[config.mk]
export PLATFORM = sky130hd
export DESIGN_NAME = wb_arbiter_flat
export DESIGN_NICKNAME = d
export VERILOG_FILES = /design/src/rtl/cpu_defs_pkg.sv /design/src/rtl/writeback_pkg.sv /design/src/rtl/wb_arbiter_if.sv /design/src/rtl/wb_grant_ctrl.sv /design/src/rtl/wb_arbiter.sv /design/src/flat_wrapper.sv
export SDC_FILE = /design/constraint.sdc
export NUM_CORES = 1
export LEC_CHECK = 0
export CAP_MARGIN = 20
export CORE_MARGIN = 2
export CORE_UTILIZATION = 25
export DETAILED_ROUTE_END_ITERATION = 10
export GPL_TIMING_DRIVEN = 0
export PLACE_DENSITY_LB_ADDON = 0.05
export SLEW_MARGIN = 20
export SYNTH_ARGS = -nofsm -noshare
export SYNTH_HDL_FRONTEND = slang
export SYNTH_SLANG_ARGS = --single-unit
[constraint.sdc]
create_clock -name clk -period 9.43 [get_ports clk]
set_input_delay 1.886 -clock clk [delete_from_list [all_inputs] [get_ports clk]]
set_output_delay 1.886 -clock clk [all_outputs]
set_load 0.05 [all_outputs]
[src/rtl/cpu_defs_pkg.sv]
// Core datapath types shared across the pipeline: machine word, register
// address, decoded instruction control bits and the writeback entry.
package cpu_defs_pkg;
  typedef logic [31:0] word_t;
  typedef logic [4:0]  creg_addr_t;

  typedef struct packed {
    logic regwrite;
    logic hiwrite;
    logic lowrite;
  } control_t;

  typedef struct packed {
    logic [5:0] op;
    control_t   ctl;
  } decoded_instr_t;

  typedef struct packed {
    decoded_instr_t instr;
    creg_addr_t     writereg;
    word_t          result;
    word_t          hi;
    word_t          lo;
  } writeback_data_t;
endpackage

[src/rtl/writeback_pkg.sv]
// Writeback-stage arbitration constants and grant encoding.
package writeback_pkg;
  localparam int STARVE_MAX_DEFAULT = 4;

  typedef enum logic [1:0] {
    GRANT_NONE = 2'd0,
    GRANT_A    = 2'd1,
    GRANT_B    = 2'd2
  } wb_grant_t;
endpackage

[src/rtl/wb_arbiter_if.sv]
// Two writeback producers (main pipe A, mul/div unit B) with valid/ready
// handshakes into the writeback arbiter.
interface wb_arbiter_if;
  import cpu_defs_pkg::*;

  logic            a_valid;
  writeback_data_t a_data;
  logic            a_ready;
  logic            b_valid;
  writeback_data_t b_data;
  logic            b_ready;

  modport master (
    output a_valid, a_data, b_valid, b_data,
    input  a_ready, b_ready
  );

  modport slave (
    input  a_valid, a_data, b_valid, b_data,
    output a_ready, b_ready
  );
endinterface

[src/rtl/wb_grant_ctrl.sv]
// Grant selection between pipes A and B with a bounded starvation counter for A
// and a write-after-write override that keeps the older B entry first.
module wb_grant_ctrl
  import cpu_defs_pkg::*, writeback_pkg::*;
#(
  parameter int STARVE_MAX = STARVE_MAX_DEFAULT
) (
  input  logic       clk,
  input  logic       reset,
  input  logic       a_valid,
  input  logic       b_valid,
  input  creg_addr_t a_writereg,
  input  creg_addr_t b_writereg,
  output wb_grant_t  grant
);
  localparam int CW = (STARVE_MAX < 1) ? 1 : $clog2(STARVE_MAX + 1);
  localparam logic [CW-1:0] STARVE_LIMIT = CW'(STARVE_MAX);

  logic [CW-1:0] starve_q, starve_d;
  logic          waw_hazard;

  always_comb begin
    waw_hazard = (a_writereg == b_writereg) && (b_writereg != '0);
    grant      = GRANT_NONE;
    // Grants are suppressed during reset so no handshake can complete.
    if (!reset) begin
      if (a_valid && b_valid) begin
        grant = ((starve_q == STARVE_LIMIT) && !waw_hazard) ? GRANT_A : GRANT_B;
      end else if (a_valid) begin
        grant = GRANT_A;
      end else if (b_valid) begin
        grant = GRANT_B;
      end
    end

    starve_d = '0;
    if (a_valid && (grant != GRANT_A)) begin
      starve_d = (starve_q == STARVE_LIMIT) ? starve_q : starve_q + 1'b1;
    end
  end

  always_ff @(posedge clk or posedge reset) begin
    if (reset) begin
      starve_q <= '0;
    end else begin
      starve_q <= starve_d;
    end
  end
endmodule

[src/rtl/wb_arbiter.sv]
// Writeback arbiter: grants one of two producers per cycle and registers the
// winning entry onto the regfile and HI/LO write ports one cycle later.
module wb_arbiter
  import cpu_defs_pkg::*, writeback_pkg::*;
#(
  parameter int STARVE_MAX = STARVE_MAX_DEFAULT
) (
  input  logic              clk,
  input  logic              reset,
  wb_arbiter_if.slave       wb,
  output logic              rf_we,
  output creg_addr_t        rf_waddr,
  output word_t             rf_wdata,
  output logic              hi_we,
  output logic              lo_we,
  output word_t             hi_wdata,
  output word_t             lo_wdata,
  output logic [31:0]       retire_cnt
);
  wb_grant_t       grant;
  writeback_data_t sel;
  logic            granted;

  logic        rf_we_q, rf_we_d;
  logic        hi_we_q, hi_we_d;
  logic        lo_we_q, lo_we_d;
  creg_addr_t  rf_waddr_q, rf_waddr_d;
  word_t       rf_wdata_q, rf_wdata_d;
  word_t       hi_wdata_q, hi_wdata_d;
  word_t       lo_wdata_q, lo_wdata_d;
  logic [31:0] retire_cnt_q, retire_cnt_d;

  wb_grant_ctrl #(.STARVE_MAX(STARVE_MAX)) u_grant_ctrl (
    .clk        (clk),
    .reset      (reset),
    .a_valid    (wb.a_valid),
    .b_valid    (wb.b_valid),
    .a_writereg (wb.a_data.writereg),
    .b_writereg (wb.b_data.writereg),
    .grant      (grant)
  );

  assign wb.a_ready = (grant == GRANT_A);
  assign wb.b_ready = (grant == GRANT_B);

  always_comb begin
    sel          = (grant == GRANT_A) ? wb.a_data : wb.b_data;
    granted      = (grant != GRANT_NONE);
    // Register 0 is hardwired, so a write to it is dropped but still retires.
    rf_we_d      = granted && sel.instr.ctl.regwrite && (sel.writereg != '0);
    hi_we_d      = granted && sel.instr.ctl.hiwrite;
    lo_we_d      = granted && sel.instr.ctl.lowrite;
    rf_waddr_d   = granted ? sel.writereg : rf_waddr_q;
    rf_wdata_d   = granted ? sel.result   : rf_wdata_q;
    hi_wdata_d   = granted ? sel.hi       : hi_wdata_q;
    lo_wdata_d   = granted ? sel.lo       : lo_wdata_q;
    retire_cnt_d = retire_cnt_q + 32'(granted);
  end

  always_ff @(posedge clk or posedge reset) begin
    if (reset) begin
      rf_we_q      <= 1'b0;
      hi_we_q      <= 1'b0;
      lo_we_q      <= 1'b0;
      rf_waddr_q   <= '0;
      rf_wdata_q   <= '0;
      hi_wdata_q   <= '0;
      lo_wdata_q   <= '0;
      retire_cnt_q <= '0;
    end else begin
      rf_we_q      <= rf_we_d;
      hi_we_q      <= hi_we_d;
      lo_we_q      <= lo_we_d;
      rf_waddr_q   <= rf_waddr_d;
      rf_wdata_q   <= rf_wdata_d;
      hi_wdata_q   <= hi_wdata_d;
      lo_wdata_q   <= lo_wdata_d;
      retire_cnt_q <= retire_cnt_d;
    end
  end

  assign rf_we      = rf_we_q;
  assign hi_we      = hi_we_q;
  assign lo_we      = lo_we_q;
  assign rf_waddr   = rf_waddr_q;
  assign rf_wdata   = rf_wdata_q;
  assign hi_wdata   = hi_wdata_q;
  assign lo_wdata   = lo_wdata_q;
  assign retire_cnt = retire_cnt_q;
endmodule

[src/flat_wrapper.sv]
// flat-port wrapper written by rule: the top's interface ports become plain ports
module wb_arbiter_flat import cpu_defs_pkg::*, writeback_pkg::*;
#(
  parameter int STARVE_MAX = STARVE_MAX_DEFAULT
)
  (clk, reset, rf_we, rf_waddr, rf_wdata, hi_we, lo_we, hi_wdata, lo_wdata, retire_cnt, wb_a_valid, wb_a_data, wb_b_valid, wb_b_data, wb_a_ready, wb_b_ready);
  wb_arbiter_if wb_i ();
  input  logic clk;
  input  logic reset;
  output logic rf_we;
  output creg_addr_t rf_waddr;
  output word_t rf_wdata;
  output logic hi_we;
  output logic lo_we;
  output word_t hi_wdata;
  output word_t lo_wdata;
  output logic [31:0] retire_cnt;
  input wire logic [$bits(wb_i.a_valid)-1:0] wb_a_valid;
  input wire logic [$bits(wb_i.a_data)-1:0] wb_a_data;
  input wire logic [$bits(wb_i.b_valid)-1:0] wb_b_valid;
  input wire logic [$bits(wb_i.b_data)-1:0] wb_b_data;
  output wire logic [$bits(wb_i.a_ready)-1:0] wb_a_ready;
  output wire logic [$bits(wb_i.b_ready)-1:0] wb_b_ready;
  assign wb_i.a_valid = wb_a_valid;
  assign wb_i.a_data = wb_a_data;
  assign wb_i.b_valid = wb_b_valid;
  assign wb_i.b_data = wb_b_data;
  assign wb_a_ready = wb_i.a_ready;
  assign wb_b_ready = wb_i.b_ready;
  wb_arbiter #(.STARVE_MAX(STARVE_MAX)) u_core (.clk(clk), .reset(reset), .wb(wb_i), .rf_we(rf_we), .rf_waddr(rf_waddr), .rf_wdata(rf_wdata), .hi_we(hi_we), .lo_we(lo_we), .hi_wdata(hi_wdata), .lo_wdata(lo_wdata), .retire_cnt(retire_cnt));
endmodule
==> results of run 1 <==
## final timing paths
| kind | endpoint | cells past startpoint | slack (ns) |
|---|---|---|---|
| worst max-delay path | wb_b_ready | 8 | 2.36 |
| worst min-delay path | u_core.retire_cnt[31] | 1 | 0.48 |
| worst max register to register | u_core.hi_wdata[31] | 9 | 7.10 |
| worst min register to register | u_core.retire_cnt[31] | 1 | 0.48 |
| max in group asynchronous | u_core.retire_cnt[24] | 3 | 6.68 |
| min in group asynchronous | u_core.rf_waddr[4] | 2 | 1.96 |
## metrics by stage
| step | instance area [sq um] | cells |
|---|---|---|
| 3_5_place_dp | 10200 | 1175 |
| 2_1_floorplan | 6230 | 501 |
| 6_report | 10800 | 1208 |
| 4_1_cts | 10800 | 1207 |
| 3_3_place_gp | 10100 | 1174 |
| 5_1_grt | 10800 | 1207 |
## kinds of logic (layout without fill, tap and decap cells)
logic type	after synthesis	in the layout	synth area share (%)
compound gates	203	203	26.8
xor+xnor	35	35	4.92
fa+ha+maj	4	4	0.804
buf+inv	45	427	3.58
flops	139	139	55.9
mux	11	11	1.97
other cells	0	1	0
simple gates	64	64	6.09
## cell usage in the layout (no fill, tap or decap), types with 2 or more instances in the layout
| cell | count |
|---|---|
| a21o_1 | 97 |
| a22o_1 | 98 |
| and2_1 | 2 |
| and3_1 | 7 |
| and4_1 | 5 |
| buf_2 | 16 |
| buf_6 | 4 |
| clkbuf_1 | 16 |
| clkbuf_16 | 17 |
| clkbuf_8 | 3 |
| clkdlybuf4s50_1 | 349 |
| clkinv_4 | 3 |
| clkinvlp_4 | 2 |
| dfrtp_1 | 139 |
| ha_1 | 4 |
| inv_1 | 6 |
| inv_6 | 5 |
| inv_8 | 2 |
| mux2_1 | 2 |
| mux2_2 | 8 |
| nand2_1 | 12 |
| nand3_1 | 11 |
| nand4_1 | 8 |
| nand4b_1 | 3 |
| nor2_1 | 2 |
| nor2b_1 | 2 |
| nor3_1 | 4 |
| nor4_1 | 2 |
| o21ai_0 | 2 |
| xnor2_1 | 32 |
| xor2_1 | 3 |
## layer usage
| layer | global-route usage [%] | wire (um) | part of all wire, % | vias up |
|---|---|---|---|---|
| li1 | - | - | - | 2615 |
| met5 | 0 | 0 | 0 | - |
| met1 | 21.2 | 9280 | 40 | 2750 |
| met2 | 30.9 | 11600 | 50 | 251 |
| met3 | 6.49 | 2210 | 9.4 | 17 |
| met4 | 4.55 | 314 | 1.3 | 0 |
## cell type report
| class | count | area, sq um | area share [%] |
|---|---|---|---|
| multi-input cells | 317 | 2520 | 23.5 |
| inverters | 7 | 33.8 | 0.314 |
| clock inverters | 12 | 126 | 1.17 |
| clock buffers | 20 | 467 | 4.34 |
| plain buffers | 38 | 196 | 1.83 |
| well taps | 324 | 405 | 3.77 |
| diodes | 1 | 2.50 | 0.0233 |
| flip-flops and latches | 139 | 3480 | 32.3 |
| repair buffers | 350 | 3520 | 32.7 |
## worst max-delay path, cell delays in order
cell and delay, ns:
clkdlybuf4s50_1 0.54, inv_8 0.35, buf_16 0.43, nand2_1 0.19
nor3_2 0.43, buf_6 0.25, buf_2 0.24, clkdlybuf4s50_1 0.83
## sequential cells by signal (all words and copies together) (netlist names)
signal / count
u_core.u_grant_ctrl.starve_q: 3
u_core.rf_wdata: 32
u_core.lo_we: 1
u_core.lo_wdata: 32
u_core.rf_waddr: 5
u_core.retire_cnt: 32
u_core.hi_we: 1
u_core.rf_we: 1
u_core.hi_wdata: 32
## where the power goes
part           leakage (nW)  internal, mW  switching, mW
logic                  2.96         0.305          0.428
registers              1.76         0.675         0.0533
clock network         0.287         0.392          0.287
total                  5.00          1.37          0.768
==> impl_metrics.tcl, run 1 <==
set metrics [dict create \
    status "finished, final reports clean" \
    clk_pin_slew_ns 0.06 \
    power_density_nw_per_um2 199 \
    yosys.area.top_type_share_pct 55.9 \
    crit_path_start_kind "input port" \
    firstDrtPassIters 4 \
    pin_count 362 \
    worst_r2r_startpoint "u_core.u_grant_ctrl.starve_q[0]" \
    drc_errors 0 \
    cts.sinks 139 \
    synth_cell_types 39 \
    synth_area_sq_um 6230 \
    fmax_ghz 0.141 \
    viasPerCell 4.66 \
    hold_violations 0 \
    grt_max_degree 93 \
    synth.most_common_cell "dfrtp_1" \
    placementRows 57 \
    setup_ws_ns 2.36 \
    fill_cells 2321 \
    ys_seq_area_share_pct 55.9 \
    antenna_found_initial 1 \
    worstSetupPathType "in -> out" \
    synth_commonest_cells "dfrtp_1, a22o_1, a21o_1" \
    synth_top_cell_by_area "dfrtp_1" \
    rsz0062_at_grt "false" \
    core_area_sq_um 24400 \
    critPathCaptureType "output port" \
    grt_usage_pct 17.9 \
    hpwl_um 17700 \
    min_period_over_period_pct 75.0 \
    ant_nets 0 \
    fin_skew_ns 0.0124 \
    min_period_ns 7.07 \
    synth.net_count 729 \
    fin_total_pwr_mw 2.14 \
    synthFlopType "dfrtp_1" \
    slew_headroom_pct 52.4 \
    grt_pass1_wl_um 36100 \
    cap_violations 0 \
    grt_overflow 0 \
    worst_slew_pin_slew_ns 0.709 \
    ys_async_sr_fraction_pct 100 \
    whs_ns 0.479 \
    netlist_top_cells_area "dfrtp_1, a22o_1, a21o_1" \
    synth_warnings 0 \
    finalMaxSlewViolations 0 \
    num_vias 5633 \
    post_drt_wl_per_cell_um 19.4 \
    gp_congestion 0.873 \
    final_nets 1098 \
    synth_seq_cells 139 \
    drt-initial-drc-count 224 \
    die_w_um 162 \
    numCtsBuffers 17 \
    min_path_type "reg -> reg" \
    cts_tree "done" \
    ctsLongestPathBuffers 2 \
    dieHeight_um 162 \
    clk_latency_ns 0.42 \
    synth_edf_count 0 \
    root_buffer "clkbuf_16" \
    crit_start "reset" \
    cts_resized 0 \
    layout-drive-gt1-share_pct 7.70 \
    area_growth_pct 72.7 \
    portBuffers 349 \
    finalWirelength_um 23400 \
    start_util_pct 25.5 \
    dp_slack_ns 2.24 \
    worst_ep_required_time_ns 7.54 \
    final_core_utilization_pct 44.1 \
    vdd_drop_max_uv 115 \
    grt_pass1_vias 6116 \
    cts_hold_buf 0 \
    postCtsSetupBuffers 0 \
    leakagePower_nw 5.00 \
    tns_ns 0 \
    cp_data_arrival_time_ns 5.19 \
    synth_cells 501 \
    synth.avg_cell_area_sq_um 12.4 \
    worstHoldStart "u_core.retire_cnt[31]" \
    setup_viol 0 \
    htree_levels 4 \
    worstPathMaxFanout 92 \
    dieArea_sq_um 26200 \
]
No activity file was read; power rests on OpenSTA's default activity.
==> run 2, diff against run 1 <==
==> constraint.sdc (replaced) <==
create_clock -name clk -period 6 [get_ports clk]
set_input_delay 1.2 -clock clk [delete_from_list [all_inputs] [get_ports clk]]
set_output_delay 1.2 -clock clk [all_outputs]
set_load 0.05 [all_outputs]
==> run 2 against run 1 <==
- via count is 0.85% higher
- hold slack improved by 0.0011 ns
- count of clock-buffer cells in the layout unchanged
- clock power is 56% higher
- register-to-register slack got worse by 3.5 ns
- worst setup slack worse by 1.8 ns
- die area unchanged
- cell area grew 0.70%
- power is 57% higher
- largest cell class unchanged
- largest power group is now sequential cells
- highest routed layer is now met5
==> impl_metrics.tcl, run 2 (synthesis results as in run 1) <==
set metrics [dict create \
    grt_max_degree 33 \
    pin_count 362 \
    power_density_nw_per_um2 310 \
    min_period_ns 5.48 \
    post_drt_wl_per_cell_um 19.6 \
    postCtsSetupBuffers 0 \
    vdd_drop_max_uv 156 \
    area_growth_pct 74.0 \
    layout_commonest_cell "clkdlybuf4s50_1" \
    drt-initial-drc-count 246 \
    grt_overflow 0 \
    num_vias 5681 \
    cts_hold_buf 0 \
    cts_tree "done" \
    start_util_pct 25.5 \
    cp_data_arrival_time_ns 4.28 \
    fin_total_pwr_mw 3.36 \
    final_nets 1102 \
    status "finished, final reports clean" \
    cts_resized 0 \
    core_area_sq_um 24400 \
    drc_errors 0 \
    cap_violations 0 \
    cts.sinks 139 \
    ant_nets 0 \
    tns_ns 0 \
    critPathCaptureType "output port" \
    htree_levels 4 \
    rsz0062_at_grt "false" \
    worst_slew_pin_slew_ns 0.675 \
    finalMaxSlewViolations 0 \
    gp_congestion 0.855 \
    leakagePower_nw 5.04 \
    layout-drive-gt1-share_pct 8.12 \
    final_cells 1211 \
    worstPathMaxFanout 10 \
    viasPerCell 4.69 \
    setup_viol 0 \
    antenna_cells 0 \
    grt_usage_pct 17.9 \
    layout_common_cells "clkdlybuf4s50_1, dfrtp_1, a22o_1" \
    worstSetupPathType "in -> out" \
    placementRows 57 \
    firstDrtPassIters 4 \
    min_path_type "reg -> reg" \
    portBuffers 349 \
    fill_cells 2332 \
    ctsLongestPathBuffers 2 \
    dieArea_sq_um 26200 \
    dieHeight_um 162 \
    clk_latency_ns 0.42 \
    hpwl_um 18200 \
    clk_pin_slew_ns 0.06 \
    hold_violations 0 \
    whs_ns 0.480 \
    die_w_um 162 \
    fmax_ghz 0.182 \
    worst_ep_required_time_ns 4.80 \
    min_period_over_period_pct 91.4 \
    slew_headroom_pct 55.0 \
    crit_path_start_kind "input port" \
    finalWirelength_um 23700 \
    dp.cells 1179 \
    numCtsBuffers 17 \
    grt_pass1_wl_um 36000 \
    grt_pass1_vias 6208 \
    fin_skew_ns 0.0120 \
    root_buffer "clkbuf_16" \
    antenna_found_initial 1 \
]
run 2: metrics by stage:
step,cell area [sq um],utilization (%),worst slack [ns]
after floorplan,6230,-,0.163
after global placement,10100,41.5,-3.05
after detailed placement,10200,42.0,0.0763
after CTS,10800,44.4,0.481
after global routing,10800,44.4,0.255
final,10800,44.4,0.517
run 2: critical path, cell delays in order:
cell             delay (ns)
clkdlybuf4s50_1        0.47
or4_4                  0.60
a21o_1                 0.19
a211oi_2               0.30
or2_2                  0.16
buf_2                  0.21
buf_2                  0.29
clkdlybuf4s50_1        0.86
run 2: power breakdown:
group          internal (mW)  switching (mW)  leakage [nW]
registers               1.06          0.0854          1.76
logic                  0.483           0.670          2.99
clock network          0.616           0.443         0.291
run 2: final timing paths:
path | start | to | slack, ns | depth (start not counted)
setup / recovery | wb_b_data[96] | wb_a_ready | 0.52 | 8
hold / removal | u_core.retire_cnt[31] | u_core.retire_cnt[31] | 0.48 | 1
setup reg to reg | u_core.u_grant_ctrl.starve_q[0] | u_core.rf_wdata[0] | 3.58 | 9
hold reg to reg | u_core.retire_cnt[31] | u_core.retire_cnt[31] | 0.48 | 1
max in group asynchronous | reset | u_core.retire_cnt[2] | 3.99 | 4
min in group asynchronous | reset | u_core.rf_wdata[16] | 1.30 | 2
run 2: layout make-up:
cell class              count  area, sq um  area share (%)
clock inverters            12          128            1.18
well taps                 324          405            3.74
repair buffers            354         3600            33.2
flip-flops and latches    139         3480            32.1
plain buffers              38          196            1.81
clock buffers              20          467            4.31
inverters                   7         30.0           0.277
multi-input cells         317         2520            23.3
run 2: metal layers:
layer / track usage (%) / wire, um / vias up
met5: 0 / 13 / -
met4: 5.11 / 403 / 2
met3: 6.79 / 2060 / 21
met2: 30.5 / 11500 / 260
met1: 21.1 / 9680 / 2777
li1: - / - / 2621
